`config.mk`:
```
export PLATFORM = sky130hd
export DESIGN_NAME = alu_muldiv
export DESIGN_NICKNAME = d
export VERILOG_FILES = /design/src/rtl/alu_pkg.sv /design/src/rtl/muldiv_seq.sv /design/src/rtl/alu_muldiv.sv
export SDC_FILE = /design/constraint.sdc
export NUM_CORES = 1
export LEC_CHECK = 0
export CAP_MARGIN = 20
export CORE_AREA = 2 2 216 218
export CTS_BUF_LIST = sky130_fd_sc_hd__clkbuf_16
export DETAILED_ROUTE_END_ITERATION = 10
export DIE_AREA = 0 0 218 220
export HOLD_SLACK_MARGIN = 0.15
export SLEW_MARGIN = 20
export SYNTH_ARGS = -nofsm -noshare
export SYNTH_HDL_FRONTEND = slang
export SYNTH_SLANG_ARGS = --single-unit
```
`constraint.sdc`:
```
create_clock -name clk -period 5.3 [get_ports clk]
set_clock_uncertainty 0.05 [all_clocks]
set_input_delay 0.53 -clock clk [delete_from_list [all_inputs] [get_ports clk]]
set_output_delay 0.53 -clock clk [all_outputs]
set_load 0.02 [all_outputs]
```
`src/rtl/alu_pkg.sv`:
```
// alu_pkg: shared op encodings and sequencer state type for the execute-stage ALU
package alu_pkg;
    localparam logic [3:0] ALU_AND   = 4'b0000;
    localparam logic [3:0] ALU_OR    = 4'b0001;
    localparam logic [3:0] ALU_ADD   = 4'b0010;
    localparam logic [3:0] ALU_SUB   = 4'b0110;
    localparam logic [3:0] ALU_SLT   = 4'b0111;
    localparam logic [3:0] ALU_MULTU = 4'b1000;
    localparam logic [3:0] ALU_MULT  = 4'b1001;
    localparam logic [3:0] ALU_DIVU  = 4'b1010;
    localparam logic [3:0] ALU_DIV   = 4'b1011;

    typedef enum logic [1:0] {S_IDLE, S_RUN, S_DONE} state_t;
endpackage

```
`src/rtl/muldiv_seq.sv`:
```
// muldiv_seq: iterative shift-add multiplier / restoring divider with sign correction
module muldiv_seq #(
    parameter int WIDTH = 32,
    parameter int CNT_W = 6
) (
    input  logic             clk,
    input  logic             reset,
    input  logic             load,
    input  logic             step,
    input  logic [WIDTH-1:0] a,
    input  logic [WIDTH-1:0] b,
    input  logic [1:0]       op,
    output logic             last,
    output logic [WIDTH-1:0] res_hi,
    output logic [WIDTH-1:0] res_lo
);
    logic [WIDTH-1:0]   m_q, m_d, abs_a, abs_b, quo, rem;
    logic [2*WIDTH-1:0] acc_q, acc_d, prod;
    logic [CNT_W-1:0]   cnt_q, cnt_d;
    logic [WIDTH:0]     msum, rtry, rdiff;
    logic               div_q, div_d, neg_q, neg_d, rneg_q, rneg_d, dz_q, dz_d;

    // Load magnitudes on launch, then one mul/div step per cycle; results are sign-fixed combinationally
    always_comb begin
        abs_a  = (op[0] && a[WIDTH-1]) ? -a : a;
        abs_b  = (op[0] && b[WIDTH-1]) ? -b : b;
        msum   = {1'b0, acc_q[2*WIDTH-1:WIDTH]} + (acc_q[0] ? {1'b0, m_q} : '0);
        rtry   = acc_q[2*WIDTH-1:WIDTH-1];
        rdiff  = rtry - {1'b0, m_q};
        m_d    = m_q;
        acc_d  = acc_q;
        cnt_d  = cnt_q;
        div_d  = div_q;
        neg_d  = neg_q;
        rneg_d = rneg_q;
        dz_d   = dz_q;
        if (load) begin
            m_d    = op[1] ? abs_b : abs_a;
            acc_d  = {{WIDTH{1'b0}}, op[1] ? abs_a : abs_b};
            cnt_d  = '0;
            div_d  = op[1];
            neg_d  = op[0] & (a[WIDTH-1] ^ b[WIDTH-1]);
            rneg_d = op[0] & a[WIDTH-1];
            dz_d   = op[1] & (b == '0);
        end else if (step) begin
            cnt_d = cnt_q + 1'b1;
            acc_d = !div_q     ? {msum, acc_q[WIDTH-1:1]} :
                    rdiff[WIDTH] ? {rtry[WIDTH-1:0], acc_q[WIDTH-2:0], 1'b0} :
                                   {rdiff[WIDTH-1:0], acc_q[WIDTH-2:0], 1'b1};
        end
        prod   = neg_q ? -acc_q : acc_q;
        quo    = neg_q ? -acc_q[WIDTH-1:0] : acc_q[WIDTH-1:0];
        rem    = rneg_q ? -acc_q[2*WIDTH-1:WIDTH] : acc_q[2*WIDTH-1:WIDTH];
        res_hi = div_q ? rem : prod[2*WIDTH-1:WIDTH];
        res_lo = div_q ? (dz_q ? '1 : quo) : prod[WIDTH-1:0];
        last   = cnt_q == CNT_W'(WIDTH - 1);
    end

    // Datapath registers
    always_ff @(posedge clk or posedge reset) begin
        if (reset) begin
            m_q    <= '0;
            acc_q  <= '0;
            cnt_q  <= '0;
            div_q  <= 1'b0;
            neg_q  <= 1'b0;
            rneg_q <= 1'b0;
            dz_q   <= 1'b0;
        end else begin
            m_q    <= m_d;
            acc_q  <= acc_d;
            cnt_q  <= cnt_d;
            div_q  <= div_d;
            neg_q  <= neg_d;
            rneg_q <= rneg_d;
            dz_q   <= dz_d;
        end
    end
endmodule

```
`src/rtl/alu_muldiv.sv`:
```
// alu_muldiv: execute-stage ALU with single-cycle ops and an iterative MULT/DIV unit writing HI/LO
module alu_muldiv
    import alu_pkg::*;
#(
    parameter int WIDTH = 32,
    parameter int CNT_W = 6
) (
    input  logic             clk,
    input  logic             reset,
    input  logic [WIDTH-1:0] A,
    input  logic [WIDTH-1:0] B,
    input  logic [3:0]       F,
    input  logic             start,
    input  logic             flush,
    output logic [WIDTH-1:0] Y,
    output logic             zero,
    output logic             busy,
    output logic             done,
    output logic [WIDTH-1:0] hi,
    output logic [WIDTH-1:0] lo
);
    state_t           state_q, state_d;
    logic [WIDTH-1:0] hi_q, hi_d, lo_q, lo_d, bx, s, res_hi, res_lo;
    logic             legal, load, step, last;

    muldiv_seq #(.WIDTH(WIDTH), .CNT_W(CNT_W)) u_seq (
        .clk(clk), .reset(reset), .load(load), .step(step), .a(A), .b(B), .op(F[1:0]),
        .last(last), .res_hi(res_hi), .res_lo(res_lo)
    );

    // Single-cycle result, independent of the sequencer
    always_comb begin
        bx   = F[2] ? ~B : B;
        s    = A + bx + {{(WIDTH-1){1'b0}}, F[2]};
        Y    = F[3]          ? '0 :
               F[1:0] == 2'b00 ? A & bx :
               F[1:0] == 2'b01 ? A | bx :
               F[1:0] == 2'b10 ? s : {{(WIDTH-1){1'b0}}, s[WIDTH-1]};
        zero = Y == '0;
    end

    // Sequencer next state; a flushed DONE cycle neither pulses done nor commits HI/LO
    always_comb begin
        state_d = state_q;
        load    = 1'b0;
        step    = 1'b0;
        busy    = 1'b0;
        done    = 1'b0;
        legal   = (F & 4'b1100) == ALU_MULTU;
        case (state_q)
            S_IDLE: if (start && legal && !flush) begin
                state_d = S_RUN;
                load    = 1'b1;
            end
            S_RUN: begin
                busy    = 1'b1;
                step    = !flush;
                state_d = flush ? S_IDLE : last ? S_DONE : S_RUN;
            end
            S_DONE: begin
                done    = !flush;
                state_d = S_IDLE;
            end
            default: state_d = S_IDLE;
        endcase
        hi_d = done ? res_hi : hi_q;
        lo_d = done ? res_lo : lo_q;
        hi   = hi_d;
        lo   = lo_d;
    end

    // State and HI/LO registers
    always_ff @(posedge clk or posedge reset) begin
        if (reset) begin
            state_q <= S_IDLE;
            hi_q    <= '0;
            lo_q    <= '0;
        end else begin
            state_q <= state_d;
            hi_q    <= hi_d;
            lo_q    <= lo_d;
        end
    end
endmodule

```
==> run metrics, run 1 <==
outcome=complete, no violations; Post-Syn Area=18,100 um^2; RSZ-0062 raised after global routing=yes; period utilization=0.9569; Initial Utilization=0.3946; Net count, final=2,865; Rel. slew slack=0.3053; worst min path class=register to register; actual slew at the worst max-slew pin=1.038 ns; vias in the first global route=18.19k; Slew Limit Fails=0; pin count of the biggest net entering global routing=93; die height=220 um; Cells after Synth=2,372; RD Place Congestion=0.9943; fmax=197.2 MHz; final cell count without fillers=3,279; clk buf depth=2; # setup viols final=0; Yosys reg bits=172; Seq/Total Area, Yosys=0.2378; Antenna Nets Post-Route=0; layout cell share with drive strength beyond 1=0.1287; kind of critical path=register to primary output; Required @ worst endpoint=4.72 ns; TritonCTS Buffers=17; Core ar.=45,860 um^2; port bufs=170; via count=18.84k; 1st-iter DRT viols=1,620; antenna cells=0; Hold Path End=u_seq.m_q[14]; Root Driver=clkbuf_16; DRC=0; Final Hold Violating Endpoints=0; Area Growth Syn to Fin=24.13%; DRT Wirelength=69.86 mm; r2r setup slk=0.66 ns; placed cell count=3,247; CTS Hold Bufs=0; Die Wd=218 um; capturing point of the worst reg2reg path=u_seq.acc_q[60]; Pre-Repair DR Iteration Count=5; asr flop ratio synth=1.000; LEAKAGE=10.05 nW; syn_area_per_cell=7.630 um^2; unique cell type count in the Yosys netlist=95; Clock Latency Late Sink=0.46 ns; Critical Path Start Type=register; vias per cell=5.747; CTS clk-pin slew, worst paths=0.07 ns; fin crit period=5.072 ns; Worst Path Arrival=4.49 ns; Rows=79; postcts setup bufs=0; Peak supply drop=315.3 uV; DR WL/cell=21.30 um; gr ovfl total=0; gr usage total=0.2881; Main synth FF type=dfrtp_1; crit path max fanout=5; wire length of the first global-routing pass=106.5 mm; CTS tree=built; full die area=47,960 um^2; Cell Pwr Density=375.2 nW/um^2; r2r startpoint=u_seq.acc_q[31]; H-tree levels=4; hold path startpoint=u_seq.m_q[14]; max-cap violations=0; Util after Layout=0.4898; yosys warns=0; number of I/O pins=171; TritonCTS Sinks=172; CP Capture Type=primary output; WHS Path Cells=2; initial antenna violation count=0; Tot Pwr=0.008429 W; Post-DP HPWL=55.96 mm; EDFF count, synth=0; Worst Reg-to-Reg Cells=14; net count after synthesis=2,578
==> routing by layer <==
metal,vias to the layer above,part of all wire,GRT usage
li1,9106,-,-
met1,9054,0.43,0.3623
met2,568,0.49,0.5089
met3,116,0.041,0.02664
met4,0,0.036,0.1107
met5,-,0,0
==> layout make-up <==
class                   count  area [um^2]
fillers                  4619        23400
multi-input cells        1925        12780
flip-flops and latches    172         4305
repair buffers            412         3526
well taps                 607        759.5
inverters                 131        496.7
clock buffers              17        425.4
clock inverters            15        171.4
==> repair_timing <==
action                     in CTS  in global routing
pin swaps                       0                  0
resized for setup               7                  9
setup endpoints to repair       2                  3
==> registers in the layout, summed over array words and instances, names as in the netlist <==
register      count
u_seq.cnt_q       6
u_seq.neg_q       1
u_seq.rneg_q      1
u_seq.dz_q        1
u_seq.acc_q      64
u_seq.div_q       1
hi_q             32
lo_q             32
state_q           2
u_seq.m_q        32
==> synthesized netlist by cell type (all sizes together), types with 18 or more instances <==
| library cell | n | share of area |
|---|---|---|
| nand3 | 55 | 0.015 |
| nand4 | 22 | 0.0080 |
| buf | 25 | 0.0067 |
| clkbuf | 119 | 0.025 |
| o21ai | 240 | 0.067 |
| a21o | 51 | 0.021 |
| a31oi | 31 | 0.011 |
| nor3 | 40 | 0.012 |
| nor2 | 205 | 0.043 |
| o31ai | 24 | 0.012 |
| ha | 131 | 0.091 |
| xor2 | 108 | 0.052 |
| nor4 | 25 | 0.011 |
| inv | 130 | 0.027 |
| nand2 | 253 | 0.053 |
| nand2b | 22 | 0.0082 |
| o22ai | 18 | 0.0062 |
| or3 | 20 | 0.0072 |
| a21oi | 178 | 0.050 |
| o211ai | 46 | 0.019 |
| xnor2 | 117 | 0.057 |
| dfrtp | 172 | 0.24 |
| mux2i | 52 | 0.029 |
| a211oi | 28 | 0.012 |
==> through the flow <==
step                      setup slack [ns]  hold slack, ns  cell area (um^2)  TNS [ns]
after CTS                          0.04199          0.4415             22450         0
after global placement             -0.4455          0.4149             21840   -0.5793
after detailed placement           -0.4240          0.4250             21840   -0.5781
final                               0.2282          0.4373             22470         0
after floorplan                    0.04776          0.3998             18100         0
after global routing              -0.03276          0.4767             22470  -0.03276
==> critical path, stage by stage, from the launching register on <==
cell	delay, ns
dfrtp_1	0.46
or4_4	0.59
nor4b_2	0.40
nand4_1	0.34
nor3_1	0.47
o21ai_0	0.22
nor2_1	0.26
a31oi_1	0.22
xnor2_1	0.19
o21ai_0	0.21
clkdlybuf4s50_1	0.66
==> cell families after synthesis <==
| family | share of synthesized area |
|---|---|
| compound gates | 0.2769 |
| simple gates | 0.1918 |
| buf+inv | 0.05855 |
| xor+xnor | 0.1089 |
| flops | 0.2378 |
| fa+ha+maj | 0.09388 |
| mux | 0.03208 |
==> power breakdown <==
| group | leakage, nW | switching, W | total (W) | internal (W) |
|---|---|---|---|---|
| clock | 0.294 | 0.000580 | 0.00132 | 0.000742 |
| sequential | 2.27 | 0.000523 | 0.00208 | 0.00155 |
| combinational | 7.49 | 0.00293 | 0.00503 | 0.00210 |
==> cell usage in the layout, fill, tap and decap left out, drive strengths merged, types with 7 or more instances in the layout <==
master,instances
nand3,55
o211ai,46
o21a,17
nor2b,15
inv,136
o21bai,8
a21o,51
and2,15
xor2,108
and3,15
o311ai,9
a31o,7
xnor2,117
a211oi,28
or3,20
a31oi,31
clkdlybuf4s50,164
buf,246
dfrtp,172
or4,15
clkbuf,18
ha,131
nand2b,22
a22oi,12
o221ai,17
a221oi,7
or2,10
a21oi,178
nand4,22
o21ai,240
o31ai,24
o22ai,18
mux2i,52
nor3,40
nand2,253
nor4,25
nor2,205
o41ai,17
==> how the worst max path moves through the flow <==
stage,startpoint,endpoint,slack (ns),cells past startpoint
final,u_seq.acc_q[19],hi[19],0.23,10
after global routing,B[1],zero,-0.03,16
after CTS,B[1],zero,0.04,16
after detailed placement,B[1],zero,-0.42,16
after global placement,B[2],zero,-0.45,17
after floorplan,F[2],zero,0.05,15
No activity file was read; power rests on OpenSTA's default activity.
==> run 2: changes to the inputs <==
- CELL_PAD_IN_SITES_DETAIL_PLACEMENT: default -> 1
- CELL_PAD_IN_SITES_GLOBAL_PLACEMENT: default -> 1
- PLACE_DENSITY_LB_ADDON: default -> 0.1
==> run metrics, run 2 (synthesized netlist as in run 1, its figures left out) <==
layout cell share with drive strength beyond 1=0.1271; RSZ-0062 raised after global routing=yes; Core ar.=45,860 um^2; crit path max fanout=5; most common cell after layout, fill and taps aside=nand2_1; Filler Cells Inserted=5,672; WHS Path Cells=2; full die area=47,960 um^2; LEAKAGE=9.964 nW; DRC=0; sequential cell area=4305 um^2; wire length of the first global-routing pass=117.2 mm; Rel. slew slack=0.3059; # setup viols final=0; Worst Path Arrival=4.58 ns; outcome=complete, no violations; Slew Limit Fails=0; die height=220 um; Peak supply drop=251.0 uV; CTS clk-pin slew, worst paths=0.07 ns; r2r startpoint=u_seq.acc_q[31]; area of the multi-input gates=12,860 um^2; gr ovfl total=0; port bufs=170; clk buf depth=2; actual slew at the worst max-slew pin=1.040 ns; gr usage total=0.3158; Hold Path End=u_seq.m_q[4]; max-cap violations=0; number of I/O pins=171; via count=19.18k; fmax=193.8 MHz; final cell count without fillers=3,258; CP Capture Type=primary output; DRT Wirelength=76.09 mm; pin count of the biggest net entering global routing=92; Area Growth Syn to Fin=23.69%; Fin Setup TNS=0 ns; Cell Pwr Density=381.3 nW/um^2; RD Place Congestion=0.9953; H-tree levels=4; Final Hold Violating Endpoints=0; initial antenna violation count=0; DR WL/cell=23.35 um; Net count, final=2,844; TritonCTS Buffers=17; r2r setup slk=0.73 ns; TritonCTS Sinks=172; vias per cell=5.887; CTS tree=built; Rows=79; Worst Reg-to-Reg Cells=14; Initial Utilization=0.3946; Root Driver=clkbuf_16; period utilization=0.9736; Clock Latency Late Sink=0.47 ns; antenna cells=0; Largest Register=u_seq.acc_q; Critical Path Start Type=primary input; placed cell count=3,223; worst min path class=register to register; most frequent cells in the layout=nand2_1, o21ai_0, buf_4, nor2_1, a21oi_1; Required @ worst endpoint=4.72 ns; fin crit period=5.160 ns; Die Wd=218 um; Tot Pwr=0.008536 W; Antenna Nets Post-Route=0; Post-DP HPWL=60.18 mm; capturing point of the worst reg2reg path=u_seq.acc_q[60]; 1st-iter DRT viols=1,079; max FFs per register=64; hold path startpoint=u_seq.m_q[4]; fin worst setup slack=0.1400 ns; DP Worst Slack=-0.4043 ns; vias in the first global route=19.98k; Pre-Repair DR Iteration Count=5; kind of critical path=primary input to primary output
run 2: cell count changes in the layout (fill, tap and decap cells not counted), sizes merged:
cell | before | now
buf | 246 | 225
bufinv | 3 | 1
clkbuf | 18 | 17
clkdlybuf4s50 | 164 | 162
clkinv | 5 | 8
dlygate4sd2 | 0 | 1
dlymetal6s2s | 1 | 3
inv | 136 | 135
run 2: metal layers:
layer,up-vias,wire length (um),GRT usage
met5,-,0,0
met4,0,3726,0.1542
met3,144,2595,0.02622
met2,476,36290,0.5390
met1,9496,33480,0.4020
li1,9065,-,-
run 2: report_power, final:
| part | internal [W] | switching, W | total (W) |
|---|---|---|---|
| registers | 0.00155 | 0.000608 | 0.00216 |
| clock network | 0.000664 | 0.000637 | 0.00130 |
| logic | 0.00207 | 0.00300 | 0.00507 |
| total | 0.00429 | 0.00425 | 0.00854 |
run 2: repair_timing:
item                                    CTS  global route
setup buffers                             0             3
resized for setup                         7            23
endpoints found under the setup margin    6             7
cloned                                    0             0
hold buffers                              0             0
hold endpoints to repair                  0             0
pin swaps                                 0             7
run 2: how the worst max path moves through the flow:
stage               startpoint    to  slack (ns)
global placement          B[1]  zero       -0.44
finish                    B[2]  zero        0.14
floorplan                 F[2]  zero        0.05
CTS                       B[1]  zero        0.01
global route              B[2]  zero       -0.04
detailed placement        B[1]  zero       -0.40
run 2: area by class of cell:
type / instances / share of cell area
tap: 607 / 0.03393
clock inverter: 15 / 0.007266
inverter: 131 / 0.02219
sequential: 172 / 0.1923
clock buffer: 17 / 0.01900
multi-input combinational: 1925 / 0.5744
timing repair buffer: 391 / 0.1508
run 2: critical path, stage by stage:
cell             delay, ns
clkdlybuf4s50_1       0.51
xor2_1                0.21
inv_1                 0.08
ha_2                  0.32
a21o_1                0.23
a221o_1               0.37
a21oi_1               0.18
xor2_1                0.17
o21ai_0               0.15
or3_1                 0.35
nor4_2                0.21
buf_4                 0.15
nor4bb_1              0.26
buf_4                 0.16
nand4b_1              0.16
nor4_2                0.32
buf_4                 0.21
run 2: through the flow:
| step | instance area, um^2 | hold WS, ns | utilization |
|---|---|---|---|
| 2_1_floorplan | 18100 | 0.3998 | - |
| 5_1_grt | 22390 | 0.4762 | 0.4881 |
| 3_3_place_gp | 21660 | 0.4148 | 0.4724 |
| 4_1_cts | 22270 | 0.4412 | 0.4855 |
| 3_5_place_dp | 21660 | 0.4254 | 0.4724 |
| 6_report | 22390 | 0.4389 | 0.4881 |
==> run 3: changes to the inputs <==
- HOLD_SLACK_MARGIN: 0.15 -> default
- SETUP_SLACK_MARGIN: default -> 0.02
==> run metrics, run 3 (synthesized netlist as in run 1, its figures left out) <==
crit path max fanout=5; Peak supply drop=251.7 uV; area of the multi-input gates=12,860 um^2; Pre-Repair DR Iteration Count=5; Cell Pwr Density=381.6 nW/um^2; Hold Path End=u_seq.m_q[4]; grt met1 use=0.4020; gr ovfl total=0; CTS clk-pin slew, worst paths=0.07 ns; r2r startpoint=u_seq.acc_q[31]; CTS tree=built; fin crit period=5.121 ns; H-tree levels=4; vias per cell=5.895; most common cell after layout, fill and taps aside=nand2_1; TritonCTS Sinks=172; GR Layer Usage met3=0.02622; r2r setup slk=0.77 ns; port bufs=170; WHS Path Cells=2; pin count of the biggest net entering global routing=92; Rel. slew slack=0.3063; worst min path class=register to register; via count=19.21k; DR WL/cell=23.36 um; max-cap violations=0; # setup viols final=0; Slew Limit Fails=0; number of I/O pins=171; Die Wd=218 um; Area Growth Syn to Fin=23.69%; Initial Utilization=0.3946; Antenna Nets Post-Route=0; Filler Cells Inserted=5,673; wire length of the first global-routing pass=117.2 mm; CP Capture Type=primary output; period utilization=0.9662; Worst Path Arrival=4.54 ns; LEAKAGE=9.964 nW; DRC=0; met2 Use GR=0.5390; Net count, final=2,844; gr usage total=0.3158; Final Hold Violating Endpoints=0; Rows=79; Clock Latency Late Sink=0.47 ns; Core ar.=45,860 um^2; DRT Wirelength=76.12 mm; Tot Pwr=0.008543 W; 1st-iter DRT viols=1,066; Worst Reg-to-Reg Cells=14; Root Driver=clkbuf_16; worst hold slack=0.4389 ns; kind of critical path=primary input to primary output; GR peak layer=met2; Post-Layout Inst Area=22,390 um^2; Crit. Startpoint=B[2]; capturing point of the worst reg2reg path=u_seq.acc_q[60]; layout cell share with drive strength beyond 1=0.1279; antenna cells=0; actual slew at the worst max-slew pin=1.039 ns; outcome=complete, no violations; RD Place Congestion=0.9953; Largest Register=u_seq.acc_q; max FFs per register=64; TritonCTS Buffers=17; initial antenna violation count=0; sequential cell area=4305 um^2; Required @ worst endpoint=4.72 ns; CTS Hold Bufs=0; fmax=195.3 MHz; Post-DP HPWL=60.18 mm; full die area=47,960 um^2; hold path startpoint=u_seq.m_q[4]; clk buf depth=2; Util after Layout=0.4881; Critical Path Start Type=primary input; most frequent cells in the layout=nand2_1, o21ai_0, buf_4, nor2_1, a21oi_1; Fin Setup TNS=0 ns; Cell Area, Placed=21,660 um^2; die height=220 um; vias in the first global route=19.98k
==> run 3: changes by cell type in the layout (fill, tap and decap cells not counted) <==
cell,previous run,this run
clkdlybuf4s50_1,162,161
o21ai_1,11,12
fa_1,3,2
fa_2,0,1
buf_4,221,222
o21ai_0,226,225
==> run 3: per-layer routing <==
metal | wire (um) | share of wire | up-vias
li1 | - | - | 9065
met1 | 33790 | 0.44 | 9527
met2 | 36260 | 0.48 | 468
met3 | 2327 | 0.031 | 145
met4 | 3746 | 0.049 | 0
met5 | 0 | 0 | -
==> run 3: worst max-delay path, cell delays in order <==
cell	delay, ns
clkdlybuf4s50_1	0.50
xor2_1	0.21
inv_1	0.08
ha_2	0.32
a21o_1	0.23
a221oi_1	0.41
o21ba_2	0.24
o21ai_2	0.09
a31oi_1	0.45
xor2_1	0.20
o22ai_1	0.14
nor4bb_1	0.28
buf_4	0.16
nand4b_1	0.16
nor4_2	0.32
buf_4	0.21
==> run 3: metrics by stage <==
step	setup slack [ns]	std cells
3_5_place_dp	-0.4043	3223
4_1_cts	0.009583	3255
5_1_grt	-0.02689	3258
3_3_place_gp	-0.4427	3223
6_report	0.1793	3258
2_1_floorplan	0.04776	2372
==> run 3: layout make-up <==
class,instances,share of cell area
Multi-Input combinational cell,1925,0.5746
Sequential cell,172,0.1923
Timing Repair Buffer,391,0.1507
Tap cell,607,0.03393
Inverter,131,0.02219
Clock buffer,17,0.01900
Clock inverter,15,0.007266
==> run 3: worst max path at each step <==
stage          endpoint  slack [ns]  cells after the start
3_3_place_gp       zero       -0.44                     17
6_report           zero        0.18                     16
4_1_cts            zero        0.01                     17
5_1_grt            zero       -0.03                     17
3_5_place_dp       zero       -0.40                     17
2_1_floorplan      zero        0.05                     15
==> run 3: timing repair <==
action | 4_1_cts | 5_1_grt
endpoints found under the setup margin | 6 | 8
pin swaps | 0 | 7
resized for setup | 7 | 26
buffers inserted | 0 | 3
==> run 3: power by group <==
| group | internal (W) | switching, W |
|---|---|---|
| clock | 0.000664 | 0.000638 |
| combinational | 0.00207 | 0.00301 |
| sequential | 0.00155 | 0.000609 |
| total | 0.00429 | 0.00425 |
